$ cat config.mk
export PLATFORM = sky130hd
export DESIGN_NAME = color_classifier
export DESIGN_NICKNAME = d
export VERILOG_FILES = /design/src/rtl/color_classifier_pkg.sv /design/src/rtl/color_classifier_l1_dist.sv /design/src/rtl/color_classifier.sv
export SDC_FILE = /design/constraint.sdc
export NUM_CORES = 1
export LEC_CHECK = 0
export CAP_MARGIN = 40
export CORE_MARGIN = 10
export CORE_UTILIZATION = 45
export DETAILED_ROUTE_END_ITERATION = 8
export HOLD_SLACK_MARGIN = 0.08
export SLEW_MARGIN = 20
export SYNTH_ARGS = -nofsm -noshare
export SYNTH_HDL_FRONTEND = slang
export SYNTH_HIERARCHICAL = 1
export SYNTH_SLANG_ARGS = --single-unit
$ cat constraint.sdc
create_clock -name sys_clk -period 10.1 [get_ports sys_clk]
set_input_delay 3.03 -clock sys_clk [delete_from_list [all_inputs] [get_ports sys_clk]]
set_output_delay 3.03 -clock sys_clk [all_outputs]
set_load 0.01 [all_outputs]
$ cat src/rtl/color_classifier_pkg.sv
// Shared types for the colour classifier: FSM state encoding and the
// similarity grades reported on similar_flag / stable_flag.
package color_classifier_pkg;

  // Classifier sequencing: IDLE -> SCAN -> JUDGE -> REPORT -> IDLE
  typedef enum logic [1:0] {
    ST_IDLE   = 2'd0,
    ST_SCAN   = 2'd1,
    ST_JUDGE  = 2'd2,
    ST_REPORT = 2'd3
  } cc_state_e;

  // Similarity grades of the best distance against the tolerance
  localparam logic [1:0] SIM_NONE = 2'b00;  // dist >  2*tol
  localparam logic [1:0] SIM_NEAR = 2'b01;  // tol < dist <= 2*tol
  localparam logic [1:0] SIM_HIT  = 2'b10;  // dist <= tol

  // Width of the consecutive-result counter (STABLE_N is at most 15)
  localparam int STAB_CW = 4;

endpackage

$ cat src/rtl/color_classifier_l1_dist.sv
// L1 (Manhattan) distance between two RGB triples. The result is two bits
// wider than a channel so that three full-scale differences cannot overflow.
module color_l1_dist #(
  parameter int DW = 8
) (
  input  logic [DW-1:0] i_a_r,
  input  logic [DW-1:0] i_a_g,
  input  logic [DW-1:0] i_a_b,
  input  logic [DW-1:0] i_b_r,
  input  logic [DW-1:0] i_b_g,
  input  logic [DW-1:0] i_b_b,
  output logic [DW+1:0] o_dist
);

  logic [DW-1:0] w_dr;
  logic [DW-1:0] w_dg;
  logic [DW-1:0] w_db;

  // Per-channel absolute difference, then widened sum
  always_comb begin
    w_dr = (i_a_r >= i_b_r) ? (i_a_r - i_b_r) : (i_b_r - i_a_r);
    w_dg = (i_a_g >= i_b_g) ? (i_a_g - i_b_g) : (i_b_g - i_a_g);
    w_db = (i_a_b >= i_b_b) ? (i_a_b - i_b_b) : (i_b_b - i_a_b);
    o_dist = (DW+2)'(w_dr) + (DW+2)'(w_dg) + (DW+2)'(w_db);
  end

endmodule

$ cat src/rtl/color_classifier.sv
// Colour classifier: compares a sensor RGB sample against a small table of
// reference colours, one entry per cycle, reports the nearest valid entry
// with a similarity grade, and commits a stable result once the same
// {index, grade} has been seen STABLE_N times in a row.
module color_classifier
  import color_classifier_pkg::*;
#(
  parameter int  DW       = 8,
  parameter int  NREF     = 4,
  parameter int  STABLE_N = 3,
  localparam int IW       = $clog2(NREF),
  localparam int DSW      = DW + 2
) (
  input  logic           sys_clk,
  input  logic           sys_rst_n,
  input  logic           sample_valid,
  input  logic [DW-1:0]  data_r,
  input  logic [DW-1:0]  data_g,
  input  logic [DW-1:0]  data_b,
  input  logic [DW-1:0]  tol,
  input  logic           ref_wr_en,
  input  logic [IW-1:0]  ref_wr_idx,
  input  logic [DW-1:0]  ref_wr_r,
  input  logic [DW-1:0]  ref_wr_g,
  input  logic [DW-1:0]  ref_wr_b,
  input  logic           ref_clr,
  output logic           ref_wr_err,
  output logic           busy,
  output logic           match_valid,
  output logic [IW-1:0]  match_idx,
  output logic [DSW-1:0] match_dist,
  output logic [1:0]     similar_flag,
  output logic [IW-1:0]  stable_idx,
  output logic [1:0]     stable_flag,
  output logic           stable_upd
);

  localparam logic [IW-1:0]      LAST_IDX   = IW'(NREF - 1);
  localparam logic [STAB_CW-1:0] STABLE_CNT = STAB_CW'(STABLE_N);

  // FSM
  cc_state_e r_state;
  cc_state_e w_state_nxt;
  logic      w_idle;
  logic      w_start;
  logic      w_judge;
  logic      w_scan_last;

  // Latched sample and tolerance
  logic [DW-1:0] r_smp_r;
  logic [DW-1:0] r_smp_g;
  logic [DW-1:0] r_smp_b;
  logic [DW-1:0] r_tol;

  // Reference table
  logic [DW-1:0]   r_ref_r [NREF];
  logic [DW-1:0]   r_ref_g [NREF];
  logic [DW-1:0]   r_ref_b [NREF];
  logic [NREF-1:0] r_ref_vld;

  // Scan state
  logic [IW-1:0]  r_scan_idx;
  logic [DSW-1:0] r_best_dist;
  logic [IW-1:0]  r_best_idx;
  logic           r_found;
  logic [DW-1:0]  w_cur_r;
  logic [DW-1:0]  w_cur_g;
  logic [DW-1:0]  w_cur_b;
  logic [DSW-1:0] w_cur_dist;
  logic           w_cur_better;

  // Judge results
  logic [DSW-1:0] w_tol_ext;
  logic [DSW-1:0] w_tol2;
  logic [IW-1:0]  w_res_idx;
  logic [DSW-1:0] w_res_dist;
  logic [1:0]     w_res_flag;

  // Stability tracking
  logic [STAB_CW-1:0] r_stab_cnt;
  logic [STAB_CW-1:0] w_cnt_nxt;
  logic               w_same_key;
  logic               w_commit;

  // Entry currently under evaluation
  assign w_cur_r = r_ref_r[r_scan_idx];
  assign w_cur_g = r_ref_g[r_scan_idx];
  assign w_cur_b = r_ref_b[r_scan_idx];

  color_l1_dist #(
    .DW(DW)
  ) u_dist (
    .i_a_r  (r_smp_r),
    .i_a_g  (r_smp_g),
    .i_a_b  (r_smp_b),
    .i_b_r  (w_cur_r),
    .i_b_g  (w_cur_g),
    .i_b_b  (w_cur_b),
    .o_dist (w_cur_dist)
  );

  // FSM state register
  always_ff @(posedge sys_clk or negedge sys_rst_n) begin
    if (!sys_rst_n) begin
      r_state <= ST_IDLE;
    end else begin
      r_state <= w_state_nxt;
    end
  end

  // FSM next-state and phase decodes
  always_comb begin
    w_state_nxt = r_state;
    w_idle      = 1'b0;
    w_start     = 1'b0;
    w_judge     = 1'b0;
    w_scan_last = (r_scan_idx == LAST_IDX);
    case (r_state)
      ST_IDLE: begin
        w_idle = 1'b1;
        if (sample_valid) begin
          w_start     = 1'b1;
          w_state_nxt = ST_SCAN;
        end else begin
          w_state_nxt = ST_IDLE;
        end
      end
      ST_SCAN: begin
        if (w_scan_last) begin
          w_state_nxt = ST_JUDGE;
        end else begin
          w_state_nxt = ST_SCAN;
        end
      end
      ST_JUDGE: begin
        w_judge     = 1'b1;
        w_state_nxt = ST_REPORT;
      end
      ST_REPORT: begin
        w_state_nxt = ST_IDLE;
      end
      default: begin
        w_state_nxt = ST_IDLE;
      end
    endcase
  end

  // Busy mirrors "not idle" one cycle ahead so it is itself a flop
  always_ff @(posedge sys_clk or negedge sys_rst_n) begin
    if (!sys_rst_n) begin
      busy <= 1'b0;
    end else begin
      busy <= (w_state_nxt != ST_IDLE);
    end
  end

  // Reference table update: idle only, clear takes precedence over write
  always_ff @(posedge sys_clk or negedge sys_rst_n) begin
    if (!sys_rst_n) begin
      r_ref_vld <= '0;
      for (int i = 0; i < NREF; i++) begin
        r_ref_r[i] <= '0;
        r_ref_g[i] <= '0;
        r_ref_b[i] <= '0;
      end
    end else if (w_idle && ref_clr) begin
      r_ref_vld <= '0;
    end else if (w_idle && ref_wr_en) begin
      r_ref_r[ref_wr_idx]   <= ref_wr_r;
      r_ref_g[ref_wr_idx]   <= ref_wr_g;
      r_ref_b[ref_wr_idx]   <= ref_wr_b;
      r_ref_vld[ref_wr_idx] <= 1'b1;
    end
  end

  // Table access attempted while a classification is in flight is refused
  always_ff @(posedge sys_clk or negedge sys_rst_n) begin
    if (!sys_rst_n) begin
      ref_wr_err <= 1'b0;
    end else begin
      ref_wr_err <= !w_idle && (ref_wr_en || ref_clr);
    end
  end

  // Candidate wins only when valid and strictly closer (ties keep lower index)
  always_comb begin
    w_cur_better = r_ref_vld[r_scan_idx] && (w_cur_dist < r_best_dist);
  end

  // Sample latch and sequential nearest-entry search
  always_ff @(posedge sys_clk or negedge sys_rst_n) begin
    if (!sys_rst_n) begin
      r_smp_r     <= '0;
      r_smp_g     <= '0;
      r_smp_b     <= '0;
      r_tol       <= '0;
      r_scan_idx  <= '0;
      r_best_dist <= '1;
      r_best_idx  <= '0;
      r_found     <= 1'b0;
    end else if (w_start) begin
      r_smp_r     <= data_r;
      r_smp_g     <= data_g;
      r_smp_b     <= data_b;
      r_tol       <= tol;
      r_scan_idx  <= '0;
      r_best_dist <= '1;
      r_best_idx  <= '0;
      r_found     <= 1'b0;
    end else if (r_state == ST_SCAN) begin
      if (w_cur_better) begin
        r_best_dist <= w_cur_dist;
        r_best_idx  <= r_scan_idx;
        r_found     <= 1'b1;
      end
      if (!w_scan_last) begin
        r_scan_idx <= r_scan_idx + {{(IW-1){1'b0}}, 1'b1};
      end
    end
  end

  // Grade the best distance; tolerance doubled at full width, no saturation
  always_comb begin
    w_tol_ext  = DSW'(r_tol);
    w_tol2     = w_tol_ext << 1;
    w_res_idx  = r_best_idx;
    w_res_dist = r_best_dist;
    w_res_flag = SIM_NONE;
    if (!r_found) begin
      w_res_idx  = '0;
      w_res_dist = '1;
      w_res_flag = SIM_NONE;
    end else if (r_best_dist <= w_tol_ext) begin
      w_res_flag = SIM_HIT;
    end else if (r_best_dist <= w_tol2) begin
      w_res_flag = SIM_NEAR;
    end else begin
      w_res_flag = SIM_NONE;
    end
  end

  // Run length of identical results and commit decision; the held match
  // outputs are the previous report's key
  always_comb begin
    w_same_key = (r_stab_cnt != '0) &&
                 (w_res_idx == match_idx) && (w_res_flag == similar_flag);
    if (!w_same_key) begin
      w_cnt_nxt = STAB_CW'(1);
    end else if (r_stab_cnt >= STABLE_CNT) begin
      w_cnt_nxt = STABLE_CNT;
    end else begin
      w_cnt_nxt = r_stab_cnt + STAB_CW'(1);
    end
    w_commit = (w_cnt_nxt == STABLE_CNT) &&
               ((w_res_idx != stable_idx) || (w_res_flag != stable_flag));
  end

  // Report registers: loaded at JUDGE so they are valid during REPORT
  always_ff @(posedge sys_clk or negedge sys_rst_n) begin
    if (!sys_rst_n) begin
      match_valid  <= 1'b0;
      match_idx    <= '0;
      match_dist   <= '1;
      similar_flag <= SIM_NONE;
      stable_idx   <= '0;
      stable_flag  <= SIM_NONE;
      stable_upd   <= 1'b0;
      r_stab_cnt   <= '0;
    end else begin
      match_valid <= w_judge;
      stable_upd  <= w_judge && w_commit;
      if (w_judge) begin
        match_idx    <= w_res_idx;
        match_dist   <= w_res_dist;
        similar_flag <= w_res_flag;
        r_stab_cnt   <= w_cnt_nxt;
        if (w_commit) begin
          stable_idx  <= w_res_idx;
          stable_flag <= w_res_flag;
        end
      end
    end
  end

endmodule

* Yosys cells after proc, flatten, opt, wreduce, memory -nomap -nowiden
Index checks and enable logic that the tools add are counted.
** Operators by class
- $add $sub $neg :: 10
- Multipliers :: 0
- Divide/modulo/power cells :: 0
- Magnitude comparators :: 13
- Equal/unequal tests :: 10
- Shift-type cells :: 0
- Mux-type cells :: 49
- Bitwise operators :: 4
- Reduce and logical (&&, ||, !) cells :: 23
** Operators with widths (count)
- 32-bit bitwise mux :: 3
- 8-bit 2-to-1 mux :: 10
- 8-bit binary-select mux with 2-bit select :: 3
- 8-bit subtractor :: 6
- 10-bit 2-to-1 mux :: 4
- 8-bit >= comparator :: 3
- 2-bit 2-to-1 mux :: 10
- 8-bit demux with 2-bit select :: 1
- 4-bit 2-to-1 mux :: 4
- 1-bit 2-to-1 mux :: 11
- 10-bit by 8-bit adder with 10-bit output :: 1
- 10-bit by 8-bit <= comparator with 1-bit output :: 1
- 10-bit by 9-bit <= comparator with 1-bit output :: 1
- 1-bit logical AND :: 10
- 10-bit less-than comparator :: 1
- 8-bit by 8-bit adder with 9-bit output :: 1
- 2-bit one-hot mux with 4 select lines :: 1
- 2-bit AND reduction :: 4
- 2-bit nonzero test :: 4
- 2-bit equality test, second input constant :: 3
- 3-bit >= comparator, second input constant :: 2
- 2-bit by 3-bit less-than comparator with 1-bit output, second input constant :: 2
- 2-bit inverter with 3-bit output :: 2
- 4-bit by 1-bit adder with 4-bit output, second input constant :: 1
- 17 further kinds :: 20
** Word-level totals
- Register bits after elaboration :: 175
- Bits in latches :: 0
- Bits in writable memories :: 0
- ROM bits :: 0
- Input port bits :: 63
- Output and inout port bits :: 22
- Word-level logic and storage cells :: 141
- Memories :: 0

* Logic depth before layout (Yosys ltp)
Gate-level depths: netlist of the first run.
- Depth after elaboration :: 13
- Gate-level depth with buffers :: 27
- Mapped depth without buffers :: 24

* Modules after synthesis
The synthesis of the first run kept the hierarchy.
** Modules (own cells, without submodules)
- color_classifier :: instances 1, cells each 592, area each 8030.2 µm², seq. area each 4404.2 µm²
- color_l1_dist :: instances 1, cells each 312, area each 2454.9 µm², seq. area each 0.0 µm²

* Worst setup path after synthesis of the first run
Ideal clock, no wire load.
- Path type :: register to register
- Start :: register r_scan_idx[0]
- End :: register r_best_dist[1]
- Library setup time :: 0.076 ns
- Data arrival time :: 6.891 ns
- Setup slack :: 3.133 ns
- Stages on the path, launching flop included :: 24
- Period minus slack after synthesis :: 6.967 ns
- Cells stage by stage :: dfrtp_1 buf_1 buf_1 mux4_2 ha_1 clkbuf_1 and3_1 a311oi_4 mux2i_1 xor2_1 fa_1 inv_1 ha_1 nor2b_1 o21ai_0 a21boi_0 o31a_1 o21ba_2 ha_1 and4_1 nand2_1 o2111ai_1 clkbuf_1 mux2i_1
** Between the ends
- Word-level cells in the longest chain between the ends :: 12
- Elaborated cells between the ends (all ways) :: 33
- Classes of those cells :: add/sub (8); order compare (4); mux (17); bitwise (1); reduce/logical (3)
** Ends and longest elaborated chain
- start: declaration :: line color_classifier.sv:62 : logic [IW-1:0] r_scan_idx;
- start signal: assignment :: line color_classifier.sv:217 : r_scan_idx <= r_scan_idx + {{(IW-1){1'b0}}, 1'b1};
- 2-bit inverter with 3-bit output (not written as such) * :: line color_classifier.sv:86 : assign w_cur_r = r_ref_r[r_scan_idx];
- 8-bit binary-select mux with 2-bit select * :: line color_classifier.sv:86
- 8-bit 2-to-1 mux (not written as such) * (2 in series) :: line color_classifier.sv:86
- net w_cur_r[5] :: line color_classifier.sv:66 : logic [DW-1:0] w_cur_r;
- 8-bit subtractor or 8-bit >= comparator (tied branches) :: line color_classifier_l1_dist.sv:21 : w_dr = (i_a_r >= i_b_r) ? (i_a_r - i_b_r) : (i_b_r - i_a_r);
- 8-bit 2-to-1 mux * :: line color_classifier_l1_dist.sv:21
- 8-bit by 8-bit adder with 9-bit output * :: line color_classifier_l1_dist.sv:24 : o_dist = (DW+2)'(w_dr) + (DW+2)'(w_dg) + (DW+2)'(w_db);
- 10-bit by 8-bit adder with 10-bit output * :: line color_classifier_l1_dist.sv:24
- net w_cur_dist[9] :: line color_classifier.sv:69 : logic [DSW-1:0] w_cur_dist;
- 10-bit less-than comparator * :: line color_classifier.sv:187 : w_cur_better = r_ref_vld[r_scan_idx] && (w_cur_dist < r_best_dist);
- 1-bit logical AND * :: line color_classifier.sv:187
- 2-bit nonzero test (no line) *
- 2-bit AND reduction (no line) *
- end signal: assignment :: line color_classifier.sv:212 : r_best_dist <= w_cur_dist;
- end: declaration :: line color_classifier.sv:63 : logic [DSW-1:0] r_best_dist;
Mark *: on every way through the listed nets, which the timed path passes. The rest lies on a longest branch. The select of a mux whose other input is x is not followed.
A chain may end at the register's enable or synchronous reset.

* Final worst setup path of the first run
- Start :: register r_scan_idx[0]
- End :: register r_best_idx[1]
** Between the ends
- Elaborated cells between the ends (all ways) :: 30
- Classes of those cells :: add/sub (8); order compare (4); mux (14); bitwise (1); reduce/logical (3)
** RTL lines
- 2-bit inverter with 3-bit output (not written as such) * :: line color_classifier.sv:88 : assign w_cur_b = r_ref_b[r_scan_idx];
- 8-bit binary-select mux with 2-bit select * :: line color_classifier.sv:88
- 8-bit 2-to-1 mux (not written as such) * (2 in series) :: line color_classifier.sv:88
- net w_cur_b[3] :: line color_classifier.sv:68 : logic [DW-1:0] w_cur_b;
- 8-bit subtractor or 8-bit >= comparator (tied branches) :: line color_classifier_l1_dist.sv:23 : w_db = (i_a_b >= i_b_b) ? (i_a_b - i_b_b) : (i_b_b - i_a_b);
- 8-bit 2-to-1 mux * :: line color_classifier_l1_dist.sv:23
- 10-bit by 8-bit adder with 10-bit output * :: line color_classifier_l1_dist.sv:24
- net w_cur_dist[9] :: line color_classifier.sv:69
- 10-bit less-than comparator * :: line color_classifier.sv:187
- 1-bit logical AND * :: line color_classifier.sv:187
- 2-bit nonzero test (no line) *
- 2-bit AND reduction (no line) *
- end signal: assignment :: line color_classifier.sv:213 : r_best_idx <= r_scan_idx;
- end: declaration :: line color_classifier.sv:64 : logic [IW-1:0] r_best_idx;
Marked as above.

==> results of run 1 <==
[metrics by stage]
stage | util, % | worst slack, ps | hold WS (ps)
after floorplan | - | 3130 | 442
after global placement | 51.0 | 3320 | 460
after detailed placement | 51.3 | 3220 | 463
after CTS | 54.0 | 3200 | 481
after global routing | 54.0 | 2760 | 503
final | 54.0 | 3270 | 476
[state kept, by name, indices dropped and copies added, names as in the netlist, 2 cells and up]
name          cells
match_dist       10
match_idx         2
r_best_dist      10
r_best_idx        2
r_ref_b          32
r_ref_g          32
r_ref_r          32
r_ref_vld         4
r_scan_idx        2
r_smp_b           8
r_smp_g           8
r_smp_r           8
r_stab_cnt        4
r_state           2
r_tol             8
similar_flag      2
stable_flag       2
stable_idx        2
[synth_stat cells, types with 7 or more instances]
cell type	number	area, um2
a31oi_1	19	119
nand2_1	35	131
inv_1	109	409
fa_1	15	300
dfstp_2	20	526
a211oi_1	9	67.6
nand3b_1	7	52.6
a21oi_1	32	160
o21ai_0	34	170
nand4_1	7	43.8
xor2_1	10	87.6
clkbuf_1	32	120
a21o_1	20	150
xnor2_1	18	158
ha_1	80	1000
mux2_2	124	1400
mux2i_1	35	350
nor2_1	39	146
dfrtp_1	155	3880
mux4_2	24	541
[critical path: cells and delay by family (launching register included)]
| family | cells | cell delay, ps |
|---|---|---|
| compound gates | 8 | 2040 |
| xor+xnor | 1 | 230 |
| fa+ha+maj | 4 | 1400 |
| buf+inv | 3 | 750 |
| flops | 1 | 640 |
| mux | 3 | 1220 |
| simple gates | 3 | 410 |
[routing by layer]
| layer | share of wire, % | GRT usage (%) | up-vias |
|---|---|---|---|
| li1 | - | - | 3329 |
| met1 | 48 | 21.1 | 3412 |
| met2 | 47 | 25.3 | 119 |
| met3 | 3.0 | 3.01 | 21 |
| met4 | 1.8 | 5.07 | 0 |
| met5 | 0 | 0 | - |
[kinds of logic (layout without fill, tap and decap cells)]
kind of cell / count (synthesis) / in the layout
buf+inv: 150 / 237
fa+ha+maj: 95 / 95
flops: 175 / 175
mux: 184 / 184
compound gates: 149 / 149
simple gates: 123 / 123
xor+xnor: 28 / 28
[cell type report]
| class | count | share of cell area (%) |
|---|---|---|
| Sequential cell | 175 | 35.8 |
| Inverter | 109 | 3.33 |
| Multi-Input combinational cell | 579 | 44.7 |
| Clock inverter | 15 | 1.43 |
| Timing Repair Buffer | 96 | 8.07 |
| Tap cell | 313 | 3.18 |
| Clock buffer | 17 | 3.46 |
[worst min-delay path by stage]
stage	from	endpoint	slack, ps
after floorplan	r_ref_vld[0]	r_ref_vld[0]	440
after global placement	r_ref_vld[1]	r_ref_vld[1]	460
after detailed placement	r_ref_vld[1]	r_ref_vld[1]	460
after CTS	r_ref_vld[1]	r_ref_vld[1]	480
after global routing	r_ref_vld[0]	r_ref_vld[0]	500
final	r_ref_vld[1]	r_ref_vld[1]	480
==> metrics, run 1 <==
status=complete, no violations; GR Util All Layers=15.8%; crit path capture=r_best_idx[1]; Post-CTS Setup Bufs=0; drc violations=0; root buffer cell=clkbuf_16; most frequent cells in the layout=154 x dfrtp_1, 124 x mux2_2, 109 x inv_1; RSZ-0062 raised after global routing=false; final setup fails=0; post-route cell area=~12,000 um2; Die Y=173 um; Avg WL per Cell=17.8 um; Non-Filler Instances=1,304; Vias=6,881; final hold violation count=0; DP Cell Count=between 1k and 1.5k; DIE WIDTH=about 170 um; largest family of logic cells by synthesized area=multiplexers; PostCTS Resize Cnt=0; CP startpoint=r_scan_idx[0]; CTS tree=built; Hold Crit Depth=2; Core ar.=roughly 23,000 um2; worst-margin pin slew=a little under 700 ps; period utilisation layout=67.6%; clk buf depth=2; vias in the first global route=7,219; Worst EP arrival=7140 ps; grt ovf=0; fin crit period=6830 ps; largest net degree at the start of global routing=71; Syn Nets=1,062; H-tree lvl count=4; multi-input logic area=5500 um2; Netlist cell types=62; hold buffer count at CTS=0; drt total wl=23,200 um; cells after synthesis=904; R2R Path End=r_best_idx[1]; Synth warnings=6; Fmax=146 MHz; xor/xnor share of the synthesized area=2.34%; Sequential Area=4410 um2; cell area after synthesis=10,500 um2; prevailing post-synth register cell=dfrtp_1; mux cell area share after synthesis=between 20 and 25%; peak fanout along the critical path=17; CTS clk-pin slew, worst paths=about 70 ps; initial antenna violation count=0; Critical Path Sink Type=register; slowest stage delay, CP=640 ps; hpwl dp=17,400 um; Ant. Diodes=0; first drt pass iteration count=4; CP dominant cell by count=ha_1; Required @ worst endpoint=10,420 ps; WS Path Type=register to register; Die ar.=29,800 um2; Worst R2R Setup Slack=3270 ps; Worst R2R Path Depth=22; Clock Skews=about 18 ps; Rel. slew slack=a little over half; initial core utilization=46.0%; number of fill cells in the layout=1,994; FF+latch count, synth=approximately 180; Final TNS setup=0 ps; area post-placement=11,700 um2; num ports=85; placer congestion estimate=around 0.86; CP max-delay cell=dfrtp_2; crit path cell chain=buf_4, mux4_2, ha_1, a41o_1, a21o_1, a311oi_4, mux2i_1, xor2_1, fa_1, inv_1, ha_1, nor2b_1, o21ai_0, a21boi_0, o31a_1, o21ba_2, ha_1, and4_1, nand2_1, o2111ai_1, buf_4, mux2_2; Synth Area in Adders=12.4%; most common cell after layout, fill and taps aside=dfrtp_1; Mean Syn Cell Area=11.6 um2; global-route wire length before repair=38,600 um; max_cap viols=0; number of synthesized flops with an enable pin=0; simple-gate share of the synthesized area=between 5 and 6%; IO buf count=between 80 and 90; RR Startpoint=r_scan_idx[0]; Max Slew Vio Count=0; synthesis-to-layout area growth=17.3%; Post-synth ARST share=between 90% and 100%; total CTS buffers=17; number of cell rows=55; share of cells above drive strength 1=23.2%; clk sinks=roughly 180; crit path launch type=register; nets@finish=1,136; Clk Latency, worst-skew pair=440 ps; drt initial violations=398; Vias/cell=5.28; complex-gate fraction of the synthesized area=approximately a tenth; remaining antenna violation count=0; HP Class=register to register; register area share after synthesis=about 42%
Power of run 1 is not shown: default switching activity piles up to over one toggle a cycle in this logic, so the estimate is an artifact.
==> inputs of run 2 (changes only) <==
Settings changed: PLACE_DENSITY set to 0.67.
Clock period 10.1 ns to 5.5 ns, I/O delays scaled along.
==> metrics, run 2 (synthesized netlist as in run 1, its figures left out) <==
worst-margin pin slew=700 ps (+18.1 ps); Critical Path Sink Type=register; remaining antenna violation count=0 (unchanged); WS Path Type=register to register; failing checks=setup timing; RR Startpoint=r_scan_idx[0]; HP Class=register to register; number of cell rows=55 (unchanged); final hold violation count=0 (unchanged); drc violations=0 (unchanged); initial antenna violation count=0 (unchanged); global-route wire length before repair=40,900 um (+6.0%); Hold EP=r_ref_vld[0]; fin crit period=5740 ps (-1090 ps); most common cell after layout, fill and taps aside=dfrtp_1; CP max-delay cell=fa_1; CTS clk-pin slew, worst paths=70 ps (about the same); total CTS buffers=17 (unchanged); period utilisation layout=104% (+37 points); Clock Skews=16.8 ps (-1.60 ps); Worst R2R Setup Slack=-240 ps (-3510 ps); root buffer cell=clkbuf_16; Ant. Diodes=0 (unchanged); slowest stage delay, CP=540 ps (-100 ps); Non-Filler Instances=1,398 (+7.2%); Regs by FF count=r_ref_b: 32 flops, r_ref_g: 32 flops, r_ref_r: 32 flops; crit path launch type=register; Die ar.=29,800 um2 (unchanged); placer congestion estimate=0.896 (+3.8%); num ports=85 (unchanged); DP Cell Count=1,343 (+5.6%); Min Hold Slack=475 ps (-0.526 ps); WP buf/inv=4 (+1); status=complete, but fails checks; hold path start=r_ref_vld[0]; Required @ worst endpoint=5810 ps (-4610 ps); Vias/cell=5.29 (+0.24%); CP startpoint=r_scan_idx[0]; Core ar.=22,800 um2 (unchanged); Max Slew Vio Count=0 (unchanged); max_cap viols=0 (unchanged); Vias=7,395 (+7.5%); final setup fails=13 (+13); initial core utilization=46.0% (unchanged); IO buf count=84 (unchanged); CTS tree=built; grt ovf=0 (unchanged); Worst EP arrival=6050 ps (-1090 ps); Rel. slew slack=53.3% (-1.2 points); clk sinks=175 (unchanged); synthesis-to-layout area growth=28.5%; nets@finish=1,233 (+8.5%); H-tree lvl count=4 (unchanged); hold buffer count at CTS=0 (unchanged); Fmax=174 MHz (+19%); hpwl dp=17,700 um (+1.9%); clk buf depth=2 (unchanged); crit-path leading delay family=compound AO/OA/AOI/OAI gates; Worst R2R Path Depth=22 (unchanged); Avg WL per Cell=17.8 um (about the same); drt initial violations=340 (-15%); crit path cell chain=buf_12, mux4_2, ha_4, inv_2, fa_2, a21o_1, a21o_1, a311oi_4, buf_6, mux2i_4, xnor2_2, fa_1, inv_1, ha_1, a21boi_2, o31a_1, o21ba_4, ha_4, and4_4, nand2_4, o2111ai_4, mux2_2; WP depth=22 (unchanged); first drt pass iteration count=5 (+1); vias in the first global route=7,896 (+9.4%); R2R Path End=r_best_idx[0]; most frequent cells in the layout=154 x dfrtp_1, 123 x mux2_2, 102 x inv_1; RSZ-0062 raised after global routing=true; Die Y=173 um (unchanged); Hold Crit Depth=1 (-1); GR Util All Layers=16.6% (+0.80 points); DIE WIDTH=173 um (unchanged); share of cells above drive strength 1=34.7% (+11 points); largest net degree at the start of global routing=82 (+15%); Clk Latency, worst-skew pair=430 ps (about the same); peak fanout along the critical path=6 (-11); drt total wl=24,800 um (+7.2%); final worst slack=-239 ps (-3510 ps)
-- run 2: cell count changes in the layout (fill, tap and decap cells not counted), moves of 5 or more --
cell,change
buf_12,+5
buf_4,+87
buf_6,+6
ha_1,-20
ha_4,+20
inv_1,-7
inv_2,+7
-- run 2: metrics by stage --
step	setup slack, ps	area (um2)	util (%)	TNS [ps]
after global routing	-506	13500	59.1	-6310
final	-239	13500	59.1	-2720
after CTS	-248	13300	58.2	-2850
after floorplan	-248	10600	-	-2980
after detailed placement	-404	12300	54.0	-4820
after global placement	-194	12300	53.9	-2370
-- run 2: layer usage --
layer	GRT usage [%]	wire length (um)	up-vias
met5	0	0	-
met3	3.22	796	26
met2	27.9	12200	136
met1	21.1	11500	3723
met4	5.15	357	0
li1	-	-	3510
-- run 2: area by class of cell --
cell class / count / area [um2]
clock buffers: 19 / 443
clock inverters: 10 / 129
fillers: 1856 / 9310
inverters: 109 / 409
multi-input cells: 579 / 5910
flip-flops and latches: 175 / 4410
well taps: 313 / 392
repair buffers: 193 / 1790
-- run 2: worst max path at each step --
stage | endpoint | slack, ps
6_report | r_best_idx[0] | -240
3_3_place_gp | r_best_dist[9] | -190
2_1_floorplan | r_best_dist[1] | -250
5_1_grt | r_best_dist[9] | -510
3_5_place_dp | r_best_dist[7] | -400
4_1_cts | r_best_dist[7] | -250
-- run 2: repair_timing --
| item | 4_1_cts | 5_1_grt |
|---|---|---|
| gates cloned | 2 | 0 |
| setup endpoints to repair | 13 | 13 |
| buffers inserted | 13 | 12 |
| pin swaps | 31 | 30 |
| resized for setup | 43 | 24 |
Power of run 2 is left out for the same reason.
